## config.mk

```make
export PLATFORM = sky130hd
export DESIGN_NAME = dmem_arbiter
export DESIGN_NICKNAME = d
export VERILOG_FILES = /design/src/rtl/dmem_arbiter.sv
export SDC_FILE = /design/constraint.sdc
export NUM_CORES = 1
export LEC_CHECK = 0
export ABC_CLOCK_PERIOD_IN_PS = 3900
export BUFFER_PORTS_ARGS = -buffer_cell sky130_fd_sc_hd__buf_2
export CORE_MARGIN = 4
export CORE_UTILIZATION = 30
export DETAILED_ROUTE_END_ITERATION = 7
export SYNTH_ARGS = -nofsm -noshare
export SYNTH_HDL_FRONTEND = slang
export SYNTH_SLANG_ARGS = --single-unit
export TNS_END_PERCENT = 100
```

## constraint.sdc

```tcl
create_clock -name clk -period 3.9 [get_ports clk]
set_input_delay 0.195 -clock clk [delete_from_list [all_inputs] [get_ports clk]]
set_output_delay 0.195 -clock clk [all_outputs]
set_load 0.1 [all_outputs]
```

## src/rtl/dmem_arbiter.sv

```systemverilog
// Data-memory arbiter between the core and a DMA requester sharing one data_ram port.
// The core normally has priority; a DMA denied too long in a row gets a short forced burst.
module dmem_arbiter #(
  parameter int n          = 10,
  parameter int m          = 32,
  parameter int STARVE_LIM = 4,
  parameter int BURST_LEN  = 2
) (
  input  logic         clk,
  input  logic         rst,
  input  logic         core_req,
  input  logic         core_we,
  input  logic [n-1:0] core_addr,
  input  logic [m-1:0] core_wdata,
  output logic [m-1:0] core_rdata,
  output logic         core_stall,
  input  logic         dma_req,
  input  logic         dma_we,
  input  logic [n-1:0] dma_addr,
  input  logic [m-1:0] dma_wdata,
  output logic         dma_gnt,
  output logic [m-1:0] dma_rdata,
  output logic         dma_rvalid,
  output logic         mem_we,
  output logic [n-1:0] mem_addr,
  output logic [m-1:0] mem_wdata,
  input  logic [m-1:0] mem_rdata
);

  typedef enum logic {S_CORE, S_DMA_BURST} state_t;

  localparam logic [3:0] STARVE_MAX = 4'(STARVE_LIM - 1);
  localparam logic [3:0] BURST_MAX  = 4'(BURST_LEN - 1);

  state_t       state_q, state_d;
  logic [3:0]   starve_cnt_q, starve_cnt_d;
  logic [3:0]   burst_cnt_q, burst_cnt_d;
  logic [m-1:0] dma_rdata_q, dma_rdata_d;
  logic         dma_rvalid_q, dma_rvalid_d;
  logic         core_gnt;

  // Grant selection and the memory-port mux; reset suppresses every grant.
  always_comb begin
    core_gnt  = 1'b0;
    dma_gnt   = 1'b0;
    mem_we    = 1'b0;
    mem_addr  = core_addr;
    mem_wdata = core_wdata;
    if (!rst) begin
      if (state_q == S_CORE) begin
        core_gnt = core_req;
        dma_gnt  = dma_req & ~core_req;
      end else begin
        dma_gnt  = dma_req;
        core_gnt = core_req & ~dma_req;
      end
    end
    if (dma_gnt) begin
      mem_we    = dma_we;
      mem_addr  = dma_addr;
      mem_wdata = dma_wdata;
    end else if (core_gnt) begin
      mem_we = core_we;
    end
  end

  assign core_stall = core_req & ~core_gnt & ~rst;
  assign core_rdata = mem_rdata;

  always_comb begin
    state_d      = state_q;
    starve_cnt_d = starve_cnt_q;
    burst_cnt_d  = burst_cnt_q;
    dma_rvalid_d = dma_gnt & ~dma_we;
    dma_rdata_d  = dma_rdata_q;
    if (dma_gnt && !dma_we) begin
      dma_rdata_d = mem_rdata;
    end

    if (dma_gnt || !dma_req) begin
      starve_cnt_d = 4'd0;
    end else if (state_q == S_CORE) begin
      if (starve_cnt_q == STARVE_MAX) begin
        starve_cnt_d = 4'd0;
        burst_cnt_d  = 4'd0;
        state_d      = S_DMA_BURST;
      end else begin
        starve_cnt_d = starve_cnt_q + 4'd1;
      end
    end

    // A burst ends early when the DMA goes quiet, otherwise after BURST_LEN grants.
    if (state_q == S_DMA_BURST) begin
      if (!dma_req) begin
        state_d     = S_CORE;
        burst_cnt_d = 4'd0;
      end else if (dma_gnt) begin
        if (burst_cnt_q == BURST_MAX) begin
          state_d     = S_CORE;
          burst_cnt_d = 4'd0;
        end else begin
          burst_cnt_d = burst_cnt_q + 4'd1;
        end
      end
    end
  end

  always_ff @(posedge clk) begin
    if (rst) begin
      state_q      <= S_CORE;
      starve_cnt_q <= 4'd0;
      burst_cnt_q  <= 4'd0;
      dma_rdata_q  <= '0;
      dma_rvalid_q <= 1'b0;
    end else begin
      state_q      <= state_d;
      starve_cnt_q <= starve_cnt_d;
      burst_cnt_q  <= burst_cnt_d;
      dma_rdata_q  <= dma_rdata_d;
      dma_rvalid_q <= dma_rvalid_d;
    end
  end

  assign dma_rdata  = dma_rdata_q;
  assign dma_rvalid = dma_rvalid_q;

endmodule

```

==> metrics <==
average wire length per cell after detail routing 17.52 um; cell type contributing the most total cell area after synthesis sky130_fd_sc_hd__dfxtp_1; Worst Setup Path Type flop to primary output; GPL Wtd Cong 0.8131; # Max-Cap Violations 0; number of global-route vias before repair 2950; area delta synth->final 33.57%; final hold vios 0; post-CTS setup buffer count 0; sinks on the clock net 42; fraction of synthesis flops using an asynchronous set or reset pin 0; via density per instance 5.003; post-synthesis sequential area ratio 0.2968; layout net count 592; total inserted antenna cells 0; clock period minus final worst setup slack 2.673 ns; slew margin rel. 0.2846; upper clock frequency limit 0.3740 GHz; share of layout cells above drive strength 1 0.6162; delay-heaviest family, CP simple AND/OR/NAND/NOR gates; Total Die Area 11060 um2; number of input and output port buffers inserted 231; worst-path maximum fanout 43; Vias 2902; nets in the synthesized netlist 414; Hold Crit Endpoint dma_rdata[15]; Layout fillers 970; slew at the pin closest to its max-slew limit 1.072 ns; number of instances on the worst hold path 3; signal arrival time at the worst endpoint 2.48 ns; Clock Latency Late Sink 0.28 ns; share of Yosys cell area claimed by the top area cell type 0.2968; die outline height 105.2 um; number of enable-type register cells in the synthesized netlist 0; sequential cell area 840.8 um2; Residual DRC 0; most instantiated library cell after synthesis sky130_fd_sc_hd__dfxtp_1; hpwl dp 7930 um; FF+latch count, synth 42; final max-slew violation count 0; die span in x 105.2 um; detailed-route wire length 10160 um; Peak VDD IR 0.0001672 V; r2r worst-path depth 4; clock transition at the registers of the reported paths 0.08 ns; TritonCTS clock tree built; initial cell density of the core 0.3080; cell chain of the critical path nor2b_4, nor2_8, mux2_4, buf_2; result of the run finished clean; total negative slack for setup checks 0 ns; area of the multi-input gates 1519 um2; RSZ-0062 raised after global routing false; final setup violating endpoints 0; final cycle utilization of the critical path 0.6855; drt pass-1 iters 4; IO Pins 232; CP Capture Type primary output; Commonest cells post-synth sky130_fd_sc_hd__dfxtp_1, sky130_fd_sc_hd__mux2_4, sky130_fd_sc_hd__a21oi_1; level count of the clock H-tree 2; final clock skew 0.006131 ns; mean cell area of the mapped netlist 9.734 um2; number of antenna violations at the first check in global routing 0; cell row count 35; TritonCTS buffer count 5; pin count of the biggest net entering global routing 44; Required @ worst endpoint 3.70 ns; hold slack 0.1637 ns; power density relative to cell area 363.5 nW/um2; number of buffers inserted by hold repair at cts 0; leftover overflow at the end of global routing 0; GR Util All Layers 0.1721; leakage power summed over all cells 1.852 nW; worst path buffer plus inverter count 1; antenna violation net count after detailed routing 0; critical path's slowest cell sky130_fd_sc_hd__nor2_8; CP max stage delay 0.75 ns; Worst R2R Setup Slack 2.37 ns; number of DRC markers in iteration 0 144; predominant post-synthesis flop cell sky130_fd_sc_hd__dfxtp_1; total of warnings raised by yosys 0; core region area 9196 um2; terminus of the critical flop-to-flop path dma_rdata[29]; number of gates resized after CTS 0; critical path startpoint category flop; kind of path behind the tightest hold check primary input to flop; Post-Synthesis Cell Area 2833 um2; Reg-to-Reg Start state_q; global-route wire length before repair 15510 um; leading post-synthesis cells by cell area sky130_fd_sc_hd__dfxtp_1, sky130_fd_sc_hd__mux2_4, sky130_fd_sc_hd__buf_4; origin of the worst min-delay path mem_rdata[15]; Netlist cell types 38; Root Driver sky130_fd_sc_hd__clkbuf_8; synthesized instance count 291; CTS max path bufs 2
[how the worst max path moves through the flow]
stage	start	endpoint	cells past startpoint
6_report	state_q	mem_wdata[21]	4
3_3_place_gp	rst	mem_wdata[21]	5
5_1_grt	state_q	mem_addr[9]	4
4_1_cts	state_q	mem_wdata[21]	4
2_1_floorplan	state_q	mem_we	5
3_5_place_dp	rst	mem_wdata[21]	5
[cells in the final DEF, fill, tap and decap left out, types with 4 or more instances in the layout]
master                     netlist  layout
sky130_fd_sc_hd__nand4_1        32      32
sky130_fd_sc_hd__a21oi_1        35      35
sky130_fd_sc_hd__nand3_1         4       4
sky130_fd_sc_hd__buf_2          15     231
sky130_fd_sc_hd__inv_1           4       4
sky130_fd_sc_hd__buf_4          34       5
sky130_fd_sc_hd__mux2_4         39      39
sky130_fd_sc_hd__dfxtp_1        42      42
sky130_fd_sc_hd__o31ai_1        32      32
sky130_fd_sc_hd__clkbuf_8        0       5
[worst register-to-register path: cells and delay by family, from the launching register on]
family          cells  cell delay (ns)
flops               1             0.58
simple gates        2             0.36
buf+inv             1             0.34
compound gates      1             0.18
[power by group]
group / switching [mW] / internal [mW] / total (mW) / leakage, nW
Clock: 0.139 / 0.123 / 0.263 / 0.0383
Combinational: 0.535 / 0.138 / 0.673 / 1.47
Sequential: 0.00378 / 0.436 / 0.440 / 0.340
Total: 0.678 / 0.698 / 1.38 / 1.85
[routing by layer]
metal,wire [um],track usage,share of wire
met5,0,0,0
met4,69,0.02718,0.0068
met3,794,0.05003,0.078
met2,5402,0.3231,0.53
met1,3895,0.1944,0.38
[cells by family (layout without fill, tap and decap cells)]
family / count (synthesis) / count (layout) / synth area share
adder cells (fa/ha/maj): 1 / 1 / 0.004416
XOR/XNOR: 1 / 1 / 0.003092
multiplexers: 42 / 42 / 0.2186
buffers and inverters: 69 / 247 / 0.1687
flip-flops: 42 / 42 / 0.2968
AND/OR/NAND/NOR: 58 / 58 / 0.1343
AO/OA/AOI/OAI: 78 / 78 / 0.1740
[state kept, by name (all words and copies together), names as in the netlist]
name and count:
burst_cnt_q 4, starve_cnt_q 4, state_q 1, dma_rdata 32, dma_rvalid 1
[per-stage QoR]
step	utilization	total power, mW	setup WS (ns)	instance area (um2)	std cells
global route	0.4114	1.429	1.070	3784	580
detailed placement	0.4031	1.125	1.316	3707	573
floorplan	-	1.022	1.285	2833	291
CTS	0.4114	1.396	1.206	3784	580
global placement	0.4031	1.123	1.371	3707	573
finish	0.4114	1.375	1.227	3784	580
[area by class of cell]
type | instances | area share
clock buffer | 7 | 0.02017
tap | 111 | 0.03671
sequential | 42 | 0.2222
timing repair buffer | 236 | 0.3155
multi-input combinational | 180 | 0.4015
inverter | 4 | 0.003968
Note: power is estimated with default switching activity, not from simulation.
